==> config.mk <==
export PLATFORM = sky130hd
export DESIGN_NAME = mac_array_feeder
export DESIGN_NICKNAME = d
export VERILOG_FILES = /design/src/rtl/mac_array_feeder.sv
export SDC_FILE = /design/constraint.sdc
export NUM_CORES = 1
export LEC_CHECK = 0
export BUFFER_PORTS_ARGS = -buffer_cell sky130_fd_sc_hd__buf_2
export CAP_MARGIN = 20
export CORE_ASPECT_RATIO = 1.75
export CORE_UTILIZATION = 45
export CTS_BUF_LIST = sky130_fd_sc_hd__clkbuf_8
export DETAILED_ROUTE_END_ITERATION = 12
export GPL_ROUTABILITY_DRIVEN = 0
export SETUP_SLACK_MARGIN = 0.5
export SLEW_MARGIN = 10
export SYNTH_ARGS = -nofsm -noshare
export SYNTH_HDL_FRONTEND = slang
export SYNTH_SLANG_ARGS = --single-unit
==> constraint.sdc <==
create_clock -name clk -period 3.3 [get_ports clk]
set_input_delay 0.165 -clock clk [delete_from_list [all_inputs] [get_ports clk]]
set_output_delay 0.165 -clock clk [all_outputs]
set_load 0.01 [all_outputs]
==> src/rtl/mac_array_feeder.sv <==
// mac_array_feeder: buffers an A matrix (LANES x K) and a B vector (K), then drives a row of
// MAC lanes with systolic skew (lane i lags lane 0 by i cycles), including each lane's flush enable.
// Ports:
//   clk, rst_n        clock, asynchronous active-low reset
//   start             begin a compute pass (IDLE only)
//   wr_en, wr_sel     operand write strobe (IDLE only); 0 = A buffer, 1 = B buffer
//   wr_lane, wr_addr  A row index (ignored for B), element index
//   wr_data           operand value
//   mac_clr, mac_en   per-lane MAC Clr / En
//   mac_a, mac_b      per-lane Ain / Bin, lane i at [i*DATA_WIDTH +: DATA_WIDTH]
//   busy, done        high outside IDLE; one-cycle pulse when all sums are final
module mac_array_feeder #(
    parameter int DATA_WIDTH = 8,
    parameter int LANES      = 8,
    parameter int K          = 8,
    localparam int LW = LANES > 1 ? $clog2(LANES) : 1,
    localparam int KW = K > 1 ? $clog2(K) : 1
) (
    input  logic                        clk,
    input  logic                        rst_n,
    input  logic                        start,
    input  logic                        wr_en,
    input  logic                        wr_sel,
    input  logic [LW-1:0]               wr_lane,
    input  logic [KW-1:0]               wr_addr,
    input  logic [DATA_WIDTH-1:0]       wr_data,
    output logic [LANES-1:0]            mac_clr,
    output logic [LANES-1:0]            mac_en,
    output logic [LANES*DATA_WIDTH-1:0] mac_a,
    output logic [LANES*DATA_WIDTH-1:0] mac_b,
    output logic                        busy,
    output logic                        done
);
    localparam int DW = DATA_WIDTH;
    localparam int CW = $clog2(K + LANES + 1);

    typedef enum logic [1:0] {IDLE, CLEAR, RUN, DONE} state_t;

    state_t                  state, state_nxt;
    logic [CW-1:0]           cnt, cnt_nxt;
    logic                    run_nxt;
    logic [DW-1:0]           a_buf [LANES][K];
    logic [DW-1:0]           b_buf [K];
    logic [LANES-1:0]        clr_nxt, en_nxt;
    logic [LANES*DW-1:0]     a_nxt, b_nxt;

    always_ff @(posedge clk or negedge rst_n) begin
        if (!rst_n) begin
            for (int i = 0; i < LANES; i++)
                for (int j = 0; j < K; j++)
                    a_buf[i][j] <= '0;
            for (int j = 0; j < K; j++)
                b_buf[j] <= '0;
        end else if (state == IDLE && wr_en) begin
            if (wr_sel) begin
                if (int'(wr_addr) < K)
                    b_buf[wr_addr] <= wr_data;
            end else if (int'(wr_lane) < LANES && int'(wr_addr) < K) begin
                a_buf[wr_lane][wr_addr] <= wr_data;
            end
        end
    end

    always_comb begin
        state_nxt = state;
        cnt_nxt   = cnt;
        case (state)
            IDLE:    state_nxt = start ? CLEAR : IDLE;
            CLEAR: begin
                state_nxt = RUN;
                cnt_nxt   = '0;
            end
            RUN: begin
                if (int'(cnt) == K + LANES - 1)
                    state_nxt = DONE;
                else
                    cnt_nxt = cnt + CW'(1);
            end
            default: state_nxt = IDLE;
        endcase
    end

    assign run_nxt = state_nxt == RUN;

    // Outputs are computed for the cycle the FSM is about to enter. Lane 0 sees the B stream
    // and enable window (K operands plus one flush); higher lanes take both from their lower
    // neighbour's registered output, which yields the one-cycle-per-lane skew.
    always_comb begin
        clr_nxt = {LANES{state_nxt == CLEAR}};
        en_nxt  = '0;
        a_nxt   = '0;
        b_nxt   = '0;
        en_nxt[0]     = run_nxt && int'(cnt_nxt) <= K;
        b_nxt[DW-1:0] = (run_nxt && int'(cnt_nxt) < K) ? b_buf[cnt_nxt[KW-1:0]] : '0;
        for (int i = 1; i < LANES; i++) begin
            en_nxt[i]         = mac_en[i-1];
            b_nxt[i*DW +: DW] = mac_b[(i-1)*DW +: DW];
        end
        for (int i = 0; i < LANES; i++)
            if (run_nxt && int'(cnt_nxt) >= i && int'(cnt_nxt) - i < K)
                a_nxt[i*DW +: DW] = a_buf[i][KW'(int'(cnt_nxt) - i)];
    end

    always_ff @(posedge clk or negedge rst_n) begin
        if (!rst_n) begin
            state   <= IDLE;
            cnt     <= '0;
            mac_clr <= '0;
            mac_en  <= '0;
            mac_a   <= '0;
            mac_b   <= '0;
            busy    <= 1'b0;
            done    <= 1'b0;
        end else begin
            state   <= state_nxt;
            cnt     <= cnt_nxt;
            mac_clr <= clr_nxt;
            mac_en  <= en_nxt;
            mac_a   <= a_nxt;
            mac_b   <= b_nxt;
            busy    <= state_nxt != IDLE;
            done    <= state_nxt == DONE;
        end
    end
endmodule
==> run_results.csv, run 1 <==
group,metric,value,unit
global_routing,grt_pass1_vias,21600,
setup_path,worstSetupPathType,"reg2reg",
timing,slew_headroom,36.0,%
floorplanning,die_y,353,um
timing,tns,0,ns
timing,worstMarginPinSlew,0.959,ns
floorplanning,boundaryPins,165,
cts,clockRootBuffer,"clkbuf_8",
setup_path,worstPathCellList,"inv_2 -> ha_4 -> buf_12 -> a21oi_4 -> a311oi_4 -> clkinv_4 -> ha_4 -> ha_4 -> inv_2 -> o32ai_2 -> nand2_4 -> a2111oi_4",
detailed_routing,drtIter0Drc,1185,
synth,ys_seq_elements,722,
global_routing,top_usage_layer,"met2",
synth,synth-simple-area-share,5.37,%
global_routing,grt_overflow,0,
synth,synth_top_family_by_area,"multiplexers",
layout,drive_above_1_share,50.6,%
synth,synth_largest_area_cell,"dfrtp_1",
detailed_routing,wl_per_cell,24.6,um
setup_path,cp-end-kind,"register",
job,drv_cap,0,
pwr,powerDensity,779,nW/um^2
synth,synth_edf_count,0,
global_routing,grt_use_met3,3.26,%
timing,finalMaxSlewViolations,0,
cts,htreeDepth,3,
placed_design,hpwlAfterDp,54200,um
synth,synthTopCellsByCount,"dfrtp_1, mux2_2, nand2_1, clkbuf_1, buf_4",
cts,cts_tree,"yes",
synth,synth_ff_type,"dfrtp_1",
pwr,p_seq_share,34.5,%
synth,synth_cell_type_count,74,
cts,insertion_delay,0.75,ns
global_routing,use_met1,29.5,%
detailed_routing,post-route-drc-count,0,
global_routing,grt_pass1_wl,132000,um
cts,cts_buffers,106,
floorplanning,die-area,71400,sq um
cts,clockBufferDepth,3,
timing,finalHoldViolations,0,
synth,yosys_warnings,0,
min_path,hp-class,"in2async",
synth,yosys.area_share.adder,0.475,%
synth,synth-xor-area-share,0.158,%
detailed_routing,first_pass_iters,7,
setup_path,worst_path_max_delay_cell,"a2111oi_4",
pwr,clockPowerShare,25.7,%
timing,fin_skew,0.0506,ns
layout,utilization,54.2,%
layout,area_growth_syn_to_layout,19.2,%
pwr,swShare,35.5,%
timing,setup_viol,0,
pwr,switchingPower,10.4,mW
floorplanning,start_util,45.5,%
global_routing,grt_start_max_net_pins,95,
layout,num-nets-final,2538,
synth,async_reset_ff_share,100,%
placed_design,io_buffers,164,
synth,muxShareOfSynthArea,28.0,%
synth,synth-compound-area-share,4.86,%
global_routing,grt.total_usage,24.2,%
setup_path,crit_arrival,3.57,ns
setup_path,slowest_delay,0.45,ns
synth,yosysMostFrequentCell,"dfrtp_1",
synth,synth_cells,2266,
timing,min_period,2.96,ns
setup_path,cp.required,3.91,ns
pwr,internal_power,18.9,mW
synth,avgSynthCellArea,14.0,sq um
run_status,outcome,"finished, final reports clean",
synth,synth_area,31600,sq um
detailed_routing,wirelength,86300,um
floorplanning,fp.dieW,202,um
pwr,pwr-share-comb,39.8,%
timing,period_share,89.6,%
layout,fillers,5857,
setup_path,worstPathMaxFanout,8,
floorplanning,row_count,128,
cts,clk_pin_slew,0.06,ns
cts,cts.sinks,722,
setup_path,cp_common_cell,"ha_4",
pwr,power_leakage,18.3,nW
timing,max_freq,338,MHz
setup_path,startpoint_type,"register",
detailed_routing,vias,20000,
synth,synth_area_leaders,"dfrtp_1, mux2_2, mux4_2",
synth,yosysSeqAreaShare,57.1,%
detailed_routing,postRouteAntennaNets,0,
global_routing,antenna_found_initial,6,
global_routing,grt_use_met2,42.8,%
pwr,ir_worst_vdd,628,uV
detailed_routing,vias_per_cell,5.69,
synth,syn_nets,2297,
synth,synth_top_area_share,57.1,%
floorplanning,core-area,69500,sq um
timing,rsz0062_at_grt,"true",
==> cells in the final DEF (no fill, tap or decap), drive strengths merged, types with 14 or more instances in the layout <==
| cell type | synthesis | routed |
|---|---|---|
| mux2i | 76 | 76 |
| nor2 | 58 | 58 |
| clkbuf | 98 | 144 |
| mux2 | 590 | 590 |
| buf | 123 | 344 |
| nand3 | 37 | 37 |
| inv | 12 | 54 |
| a2111oi | 16 | 16 |
| o21ai | 15 | 15 |
| mux4 | 64 | 64 |
| nor3 | 20 | 20 |
| dfrtp | 722 | 722 |
| a21oi | 45 | 45 |
| o22ai | 33 | 33 |
| nand2 | 195 | 195 |
| o2111a | 14 | 14 |
==> final cells by class <==
type	instances	area (sq um)	share of cell area, %
Antenna cell	4	10.0	0.0266
Clock buffer	139	1910	5.08
Clock inverter	55	338	0.896
Inverter	12	77.6	0.206
Multi-Input combinational cell	1311	13200	34.9
Sequential cell	722	18100	47.9
Tap cell	910	1140	3.02
Timing Repair Buffer	353	2970	7.88
Timing Repair inverter	1	11.3	0.0299
==> flip-flops by register name, indices dropped and copies added (netlist names) <==
register,flops
mac_clr,1
mac_en,8
mac_b,64
mac_a,64
done,1
busy,1
state,2
a_buf,512
cnt,5
b_buf,64
==> logic make-up (layout without fill, tap and decap cells) <==
kind of cell | count (synthesis) | in the layout
AO/OA/AOI/OAI | 197 | 197
buffers and inverters | 233 | 560
flip-flops | 722 | 722
AND/OR/NAND/NOR | 368 | 368
XOR/XNOR | 4 | 4
other | 0 | 4
adder cells (fa/ha/maj) | 12 | 12
multiplexers | 730 | 730
==> critical path: cells and delay by family, from the launching register on <==
| kind | cells | cell delay, ns |
|---|---|---|
| buffers and inverters | 4 | 0.38 |
| DFF | 1 | 0.38 |
| adders and majority gates | 3 | 0.78 |
| and+or+nand+nor | 1 | 0.19 |
| AOI/OAI and AO/OA | 4 | 1.10 |
==> power groups by stage <==
| stage | clock network (mW) | logic (mW) | registers (mW) |
|---|---|---|---|
| 6_report | 7.54 | 11.7 | 10.1 |
| 5_1_grt | 8.11 | 12.2 | 10.2 |
| 4_1_cts | 7.74 | 10.5 | 10.2 |
| 3_5_place_dp | 0 | 8.61 | 10.3 |
| 3_3_place_gp | 0 | 8.54 | 10.3 |
| 2_1_floorplan | 0 | 6.17 | 10.2 |
==> metrics by stage <==
stage | std cells | area, sq um | hold WS (ns) | worst slack [ns] | power, mW
2_1_floorplan | 2266 | 31900 | -0.131 | 0.340 | 16.4
3_3_place_gp | 3222 | 33500 | 0.235 | 0.0905 | 18.8
3_5_place_dp | 3223 | 33500 | 0.245 | 0.0554 | 18.9
4_1_cts | 3462 | 36800 | 0.0000432 | 0.388 | 28.4
5_1_grt | 3507 | 37700 | 0.0346 | 0.278 | 30.6
6_report | 3507 | 37700 | 0.0470 | 0.342 | 29.4
==> worst paths after layout <==
kind,startpoint,endpoint,slack (ns),cells past startpoint
setup / recovery,state[0]$_DFF_PN0_,mac_a[37]$_DFF_PN0_,0.34,12
hold / removal,rst_n,mac_b[62]$_DFF_PN0_,0.05,2
setup reg to reg,state[0]$_DFF_PN0_,mac_a[37]$_DFF_PN0_,0.34,12
hold reg to reg,mac_b[30]$_DFF_PN0_,mac_b[38]$_DFF_PN0_,0.36,0
max in group asynchronous,rst_n,a_buf[446]$_DFFE_PN0P_,2.17,3
min in group clk,wr_data[4],a_buf[36]$_DFFE_PN0P_,0.05,2
==> metal layers <==
layer / part of all wire [%] / routed length, um / vias to the layer above
met3: 3.4 / 2980 / 195
met2: 53 / 45700 / 456
li1: - / - / 8625
met4: 3.6 / 3100 / 4
met1: 40 / 34500 / 10700
met5: 0.025 / 22 / -
==> repair_timing <==
item,in CTS,in global routing
hold buffers,3,0
pin swaps,18,30
resized for setup,107,94
cloned,6,6
setup endpoints to repair,88,122
setup buffers,36,35
hold endpoints to repair,158,0
No activity file was read; power rests on OpenSTA's default activity.
==> inputs of run 2 (changes only) <==
--- a/config.mk
+++ b/config.mk
@@ -12,7 +12,7 @@
 export CTS_BUF_LIST = sky130_fd_sc_hd__clkbuf_8
 export DETAILED_ROUTE_END_ITERATION = 12
 export GPL_ROUTABILITY_DRIVEN = 0
-export SETUP_SLACK_MARGIN = 0.5
+export SETUP_SLACK_MARGIN = 0.15
 export SLEW_MARGIN = 10
 export SYNTH_ARGS = -nofsm -noshare
 export SYNTH_HDL_FRONTEND = slang
==> run_results.csv, run 2 (synthesis gave the netlist of run 1 again) <==
group,metric,value,unit
run_status,outcome,"finished, final reports clean",
timing,fin_skew,0.0298,ns
setup_path,path_delay_family,"compound AO/OA/AOI/OAI gates",
floorplanning,core-area,69500,sq um
cts,cts_tree,"yes",
global_routing,grt_overflow,0,
setup_path,worstSetupPathType,"reg2reg",
timing,rsz0062_at_grt,"false",
layout,num-nets-final,2465,
min_path,min_path_cells,2,
timing,max_freq,328,MHz
timing,min_period,3.05,ns
cts,clockBufferDepth,3,
cts,insertion_delay,0.76,ns
setup_path,r2r_slack,0.25,ns
floorplanning,row_count,128,
pwr,power_leakage,17.5,nW
setup_path,worstPathMaxFanout,31,
setup_path,r2r-start,"state[0]$_DFF_PN0_",
detailed_routing,drtIter0Drc,935,
setup_path,crit_arrival,3.63,ns
layout,layout_commonest_cell,"dfrtp_1",
pwr,powerDensity,725,nW/um^2
layout,area_growth_syn_to_layout,12.9,%
min_path,min-delay-start,"wr_data[5]",
floorplanning,die-area,71400,sq um
global_routing,antenna_found_initial,2,
global_routing,grt_pass1_vias,21300,
timing,setup_slack,0.248,ns
detailed_routing,vias,19300,
placed_design,hpwlAfterDp,53500,um
setup_path,critPathBufInv,3,
pwr,ir_worst_vdd,621,uV
detailed_routing,wl_per_cell,24.3,um
detailed_routing,first_pass_iters,5,
min_path,holdPathEnd,"a_buf[365]$_DFFE_PN0P_",
cts,cts.sinks,722,
timing,finalMaxSlewViolations,0,
cts,htreeDepth,3,
detailed_routing,post-route-drc-count,0,
detailed_routing,wirelength,82800,um
floorplanning,boundaryPins,165,
setup_path,r2r_cells,9,
timing,slew_headroom,31.6,%
cts,clockRootBuffer,"clkbuf_8",
placed_design,io_buffers,164,
timing,worstMarginPinSlew,1.02,ns
setup_path,cp.required,3.88,ns
min_path,hp-class,"in2reg",
setup_path,r2r_end,"mac_a[40]$_DFF_PN0_",
layout,drive_above_1_share,45.9,%
setup_path,cp-end-kind,"register",
setup_path,slowest_delay,0.64,ns
floorplanning,fp.dieW,202,um
detailed_routing,postRouteAntennaNets,0,
layout,fillers,6091,
layout,final_cell_mix,"dfrtp_1, mux2_2, nand2_1",
setup_path,worstPathCellList,"inv_1 -> ha_4 -> nor2b_2 -> a311oi_4 -> buf_4 -> buf_4 -> a21oi_1 -> o221ai_2 -> a21oi_1",
floorplanning,die_y,353,um
timing,finalHoldViolations,0,
job,drv_cap,0,
global_routing,grt_pass1_wl,130000,um
floorplanning,start_util,45.5,%
placed_design,dp_slack,0.0289,ns
layout,largest_reg_flops,512,
setup_path,worst_path_max_delay_cell,"o221ai_2",
global_routing,grt_start_max_net_pins,98,
global_routing,grt.total_usage,24.0,%
layout,top_register,"a_buf",
timing,holdWs,0.118,ns
layout,utilization,51.4,%
timing,setup_viol,0,
detailed_routing,vias_per_cell,5.67,
cts,clk_pin_slew,0.06,ns
timing,tns,0,ns
cts,cts_buffers,104,
timing,period_share,92.5,%
setup_path,startpoint_type,"register",
[run 2: cell count changes in the layout (fill, tap and decap cells not counted), moves of 6 or more]
| cell | delta |
|---|---|
| nor3_1 | +10 |
| ha_2 | +6 |
| buf_6 | -22 |
| a2111oi_4 | -9 |
| a21oi_1 | +22 |
| clkbuf_8 | -13 |
| a21oi_2 | -20 |
| buf_16 | -9 |
| nor3_2 | -9 |
| ha_4 | -7 |
| buf_12 | -13 |
| a2111oi_2 | +9 |
| buf_4 | -23 |
[run 2: layout make-up]
cell class	instances	area [sq um]	area share (%)
inverter	12	52.6	0.147
timing repair buffer	283	1910	5.35
clock buffer	126	1730	4.86
multi-input combinational	1311	12500	35.1
tap	910	1140	3.19
sequential	722	18100	50.6
clock inverter	47	270	0.757
antenna	1	2.50	0.00701
[run 2: repair_timing]
item,4_1_cts,5_1_grt
resized for setup,7,28
endpoints found under the setup margin,26,54
buffers inserted,0,1
hold buffers,7,0
endpoints found under the hold margin,482,0
pin swaps,0,2
[run 2: per-layer routing]
| metal | part of all wire, % | track usage [%] | routed length, um | vias to the layer above |
|---|---|---|---|---|
| met1 | 40 | 29.0 | 33200 | 10300 |
| li1 | - | - | - | 8437 |
| met4 | 3.4 | 9.40 | 2780 | 2 |
| met5 | 0.016 | 0 | 13 | - |
| met3 | 3.7 | 3.50 | 3060 | 158 |
| met2 | 53 | 42.7 | 43800 | 445 |
[run 2: worst reg2reg max path: stages, from the launching register on]
cell      delay, ns
dfrtp_1        0.39
inv_1          0.13
ha_4           0.25
nor2b_2        0.18
a311oi_4       0.30
buf_4          0.30
buf_4          0.45
a21oi_1        0.14
o221ai_2       0.64
a21oi_1        0.11
[run 2: worst max path at each step]
stage / cells past startpoint / slack [ns] / start / to
after floorplan: 15 / 0.14 / state[0]$_DFF_PN0_ / mac_a[24]$_DFF_PN0_
after global placement: 11 / 0.13 / state[0]$_DFF_PN0_ / mac_a[39]$_DFF_PN0_
after detailed placement: 10 / 0.03 / cnt[1]$_DFF_PN0_ / mac_a[24]$_DFF_PN0_
after CTS: 11 / 0.16 / state[0]$_DFF_PN0_ / mac_a[63]$_DFF_PN0_
after global routing: 12 / 0.15 / state[0]$_DFF_PN0_ / mac_a[12]$_DFF_PN0_
final: 9 / 0.25 / state[0]$_DFF_PN0_ / mac_a[40]$_DFF_PN0_
[run 2: per-stage QoR]
step | cell area [sq um] | instances | power, mW
5_1_grt | 35700 | 3412 | 27.1
2_1_floorplan | 31700 | 2266 | 16.0
6_report | 35700 | 3412 | 25.9
3_5_place_dp | 33400 | 3230 | 18.9
3_3_place_gp | 33400 | 3230 | 18.8
4_1_cts | 35500 | 3410 | 26.0
[run 2: power by group]
| part | internal [mW] | leakage [nW] | switching, mW | total (mW) |
|---|---|---|---|---|
| clock network | 3.58 | 1.14 | 3.39 | 6.97 |
| registers | 9.70 | 9.95 | 0.421 | 10.1 |
| logic | 3.51 | 6.38 | 5.28 | 8.79 |
| total | 16.8 | 17.5 | 9.08 | 25.9 |
==> inputs of run 3 (changes only) <==
==> constraint.sdc (replaced) <==
create_clock -name clk -period 2.8 [get_ports clk]
set_input_delay 0.14 -clock clk [delete_from_list [all_inputs] [get_ports clk]]
set_output_delay 0.14 -clock clk [all_outputs]
set_load 0.01 [all_outputs]
==> run_results.csv, run 3 (synthesis gave the netlist of run 1 again) <==
group,metric,value,unit
layout,multiInputGateArea,13100,sq um
floorplanning,core-area,69500,sq um
layout,regArea,18100,sq um
timing,fin_skew,0.0463,ns
global_routing,grt_overflow,0,
layout,num-nets-final,2577,
timing,min_period,2.72,ns
pwr,powerDensity,919,nW/um^2
setup_path,cp_common_cell,"buf_6",
setup_path,critPathBufInv,5,
global_routing,grt.total_usage,24.5,%
timing,finalHoldViolations,0,
layout,final_cell_area,37700,sq um
cts,cts_buffers,108,
setup_path,worst_path_max_delay_cell,"dfrtp_1",
pwr,power_leakage,18.4,nW
setup_path,worstPathCellList,"ha_4 -> and4b_2 -> mux2i_4 -> nor2_8 -> buf_6 -> ha_4 -> buf_12 -> buf_12 -> buf_6 -> buf_6 -> mux4_2 -> nand2_1 -> a21oi_1",
setup_path,path_delay_family,"buffers and inverters",
detailed_routing,wirelength,85000,um
setup_path,worstPathMaxFanout,5,
placed_design,post_dp_cell_area,34200,sq um
cts,clockRootBuffer,"clkbuf_8",
run_status,outcome,"finished, final reports clean",
timing,worstMarginPinSlew,0.892,ns
detailed_routing,postRouteAntennaNets,0,
timing,slew_headroom,40.6,%
setup_path,slowest_delay,0.40,ns
min_path,hp-class,"in2async",
global_routing,grt_start_max_net_pins,150,
detailed_routing,vias_per_cell,5.66,
layout,layout_commonest_cell,"dfrtp_1",
setup_path,worstSetupPathType,"reg2reg",
floorplanning,die-area,71400,sq um
floorplanning,row_count,128,
detailed_routing,wl_per_cell,24.1,um
timing,tns,0,ns
placed_design,hpwlAfterDp,54700,um
placed_design,io_buffers,164,
timing,period_share,97.1,%
timing,finalMaxSlewViolations,0,
cts,htreeDepth,3,
detailed_routing,vias,20000,
job,drv_cap,0,
layout,top_register,"a_buf",
global_routing,antenna_found_initial,3,
cts,cts.sinks,722,
layout,fillers,5870,
cts,insertion_delay,0.77,ns
floorplanning,boundaryPins,165,
floorplanning,start_util,45.5,%
detailed_routing,first_pass_iters,5,
setup_path,cp-end-kind,"register",
detailed_routing,drtIter0Drc,998,
cts,cts_tree,"yes",
setup_path,crit_arrival,3.37,ns
setup_path,cp.required,3.45,ns
layout,area_growth_syn_to_layout,19.3,%
layout,final_cell_mix,"dfrtp_1, mux2_2, nand2_1",
floorplanning,die_y,353,um
timing,setup_viol,0,
layout,drive_above_1_share,50.8,%
floorplanning,fp.dieW,202,um
global_routing,grt_pass1_wl,133000,um
setup_path,startpoint_type,"register",
layout,largest_reg_flops,512,
detailed_routing,post-route-drc-count,0,
global_routing,grt_pass1_vias,21800,
timing,rsz0062_at_grt,"true",
pwr,ir_worst_vdd,691,uV
cts,clk_pin_slew,0.07,ns
cts,clockBufferDepth,3,
timing,max_freq,368,MHz
## run 3: cell count changes in the layout (fill, tap and decap cells not counted), moves of 8 or more
| cell | delta |
|---|---|
| buf_12 | +23 |
| nand2_1 | -24 |
| a21oi_1 | -16 |
| buf_16 | +12 |
| nor3_1 | -8 |
| buf_4 | +49 |
| a21oi_2 | +15 |
| nand2_2 | +23 |
| buf_6 | +15 |
## run 3: layer usage
| layer | wire (um) | global-route usage (%) | up-vias |
|---|---|---|---|
| met5 | 0 | 0 | - |
| met4 | 2590 | 8.95 | 0 |
| met3 | 3220 | 3.62 | 154 |
| met2 | 45700 | 43.9 | 449 |
| met1 | 33500 | 29.6 | 10600 |
| li1 | - | - | 8701 |
## run 3: timing repair
action                                  in CTS  in global routing
buffers inserted                            24                 11
endpoints found under the setup margin     144                 71
pin swaps                                   31                 24
gates cloned                                 8                  2
hold endpoints to repair                   793                  0
hold buffers                                11                  0
resized for setup                          121                 57
## run 3: cell type report
cell class | instances | share of cell area (%)
Multi-Input combinational cell | 1311 | 34.7
Sequential cell | 722 | 47.9
Timing Repair Buffer | 391 | 8.95
Tap cell | 910 | 3.02
Antenna cell | 1 | 0.00663
Clock buffer | 124 | 4.52
Inverter | 12 | 0.166
Clock inverter | 57 | 0.783
## run 3: where the power goes
group          switching, mW  total, mW  internal, mW
Sequential             0.505       11.9          11.4
Combinational           7.59       14.6          6.98
Clock                   4.06       8.16          4.10
## run 3: final timing paths
| check | cells past startpoint | endpoint | start | slack [ns] |
|---|---|---|---|---|
| worst max-delay path | 13 | mac_a[60]$_DFF_PN0_ | cnt[1]$_DFF_PN0_ | 0.08 |
| worst min-delay path | 3 | cnt[1]$_DFF_PN0_ | rst_n | 0.06 |
| worst max register to register | 13 | mac_a[60]$_DFF_PN0_ | cnt[1]$_DFF_PN0_ | 0.08 |
| worst min register to register | 0 | mac_b[48]$_DFF_PN0_ | mac_b[40]$_DFF_PN0_ | 0.37 |
| max in group asynchronous | 3 | a_buf[189]$_DFFE_PN0P_ | rst_n | 1.87 |
| min in group clk | 4 | b_buf[35]$_DFFE_PN0P_ | wr_addr[0] | 0.09 |
## run 3: worst register-to-register path: cells and delay by family (launching register included)
kind | cells | cell delay (ns)
and+or+nand+nor | 3 | 0.47
AOI/OAI and AO/OA | 1 | 0.06
muxes | 2 | 0.63
DFF | 1 | 0.40
buffers and inverters | 5 | 0.66
adders and majority gates | 2 | 0.38
## run 3: stage by stage
step	power (mW)	instances	hold WS [ns]	util (%)	setup WS (ns)
after floorplan	19.3	2266	-0.156	-	-0.160
after global placement	23.3	3290	0.0607	49.2	-0.177
after detailed placement	23.4	3290	0.0619	49.2	-0.194
after CTS	34.5	3514	0.00911	53.8	0.0661
after global routing	36.2	3528	0.0393	54.3	-0.0297
final	34.7	3528	0.0627	54.3	0.0821
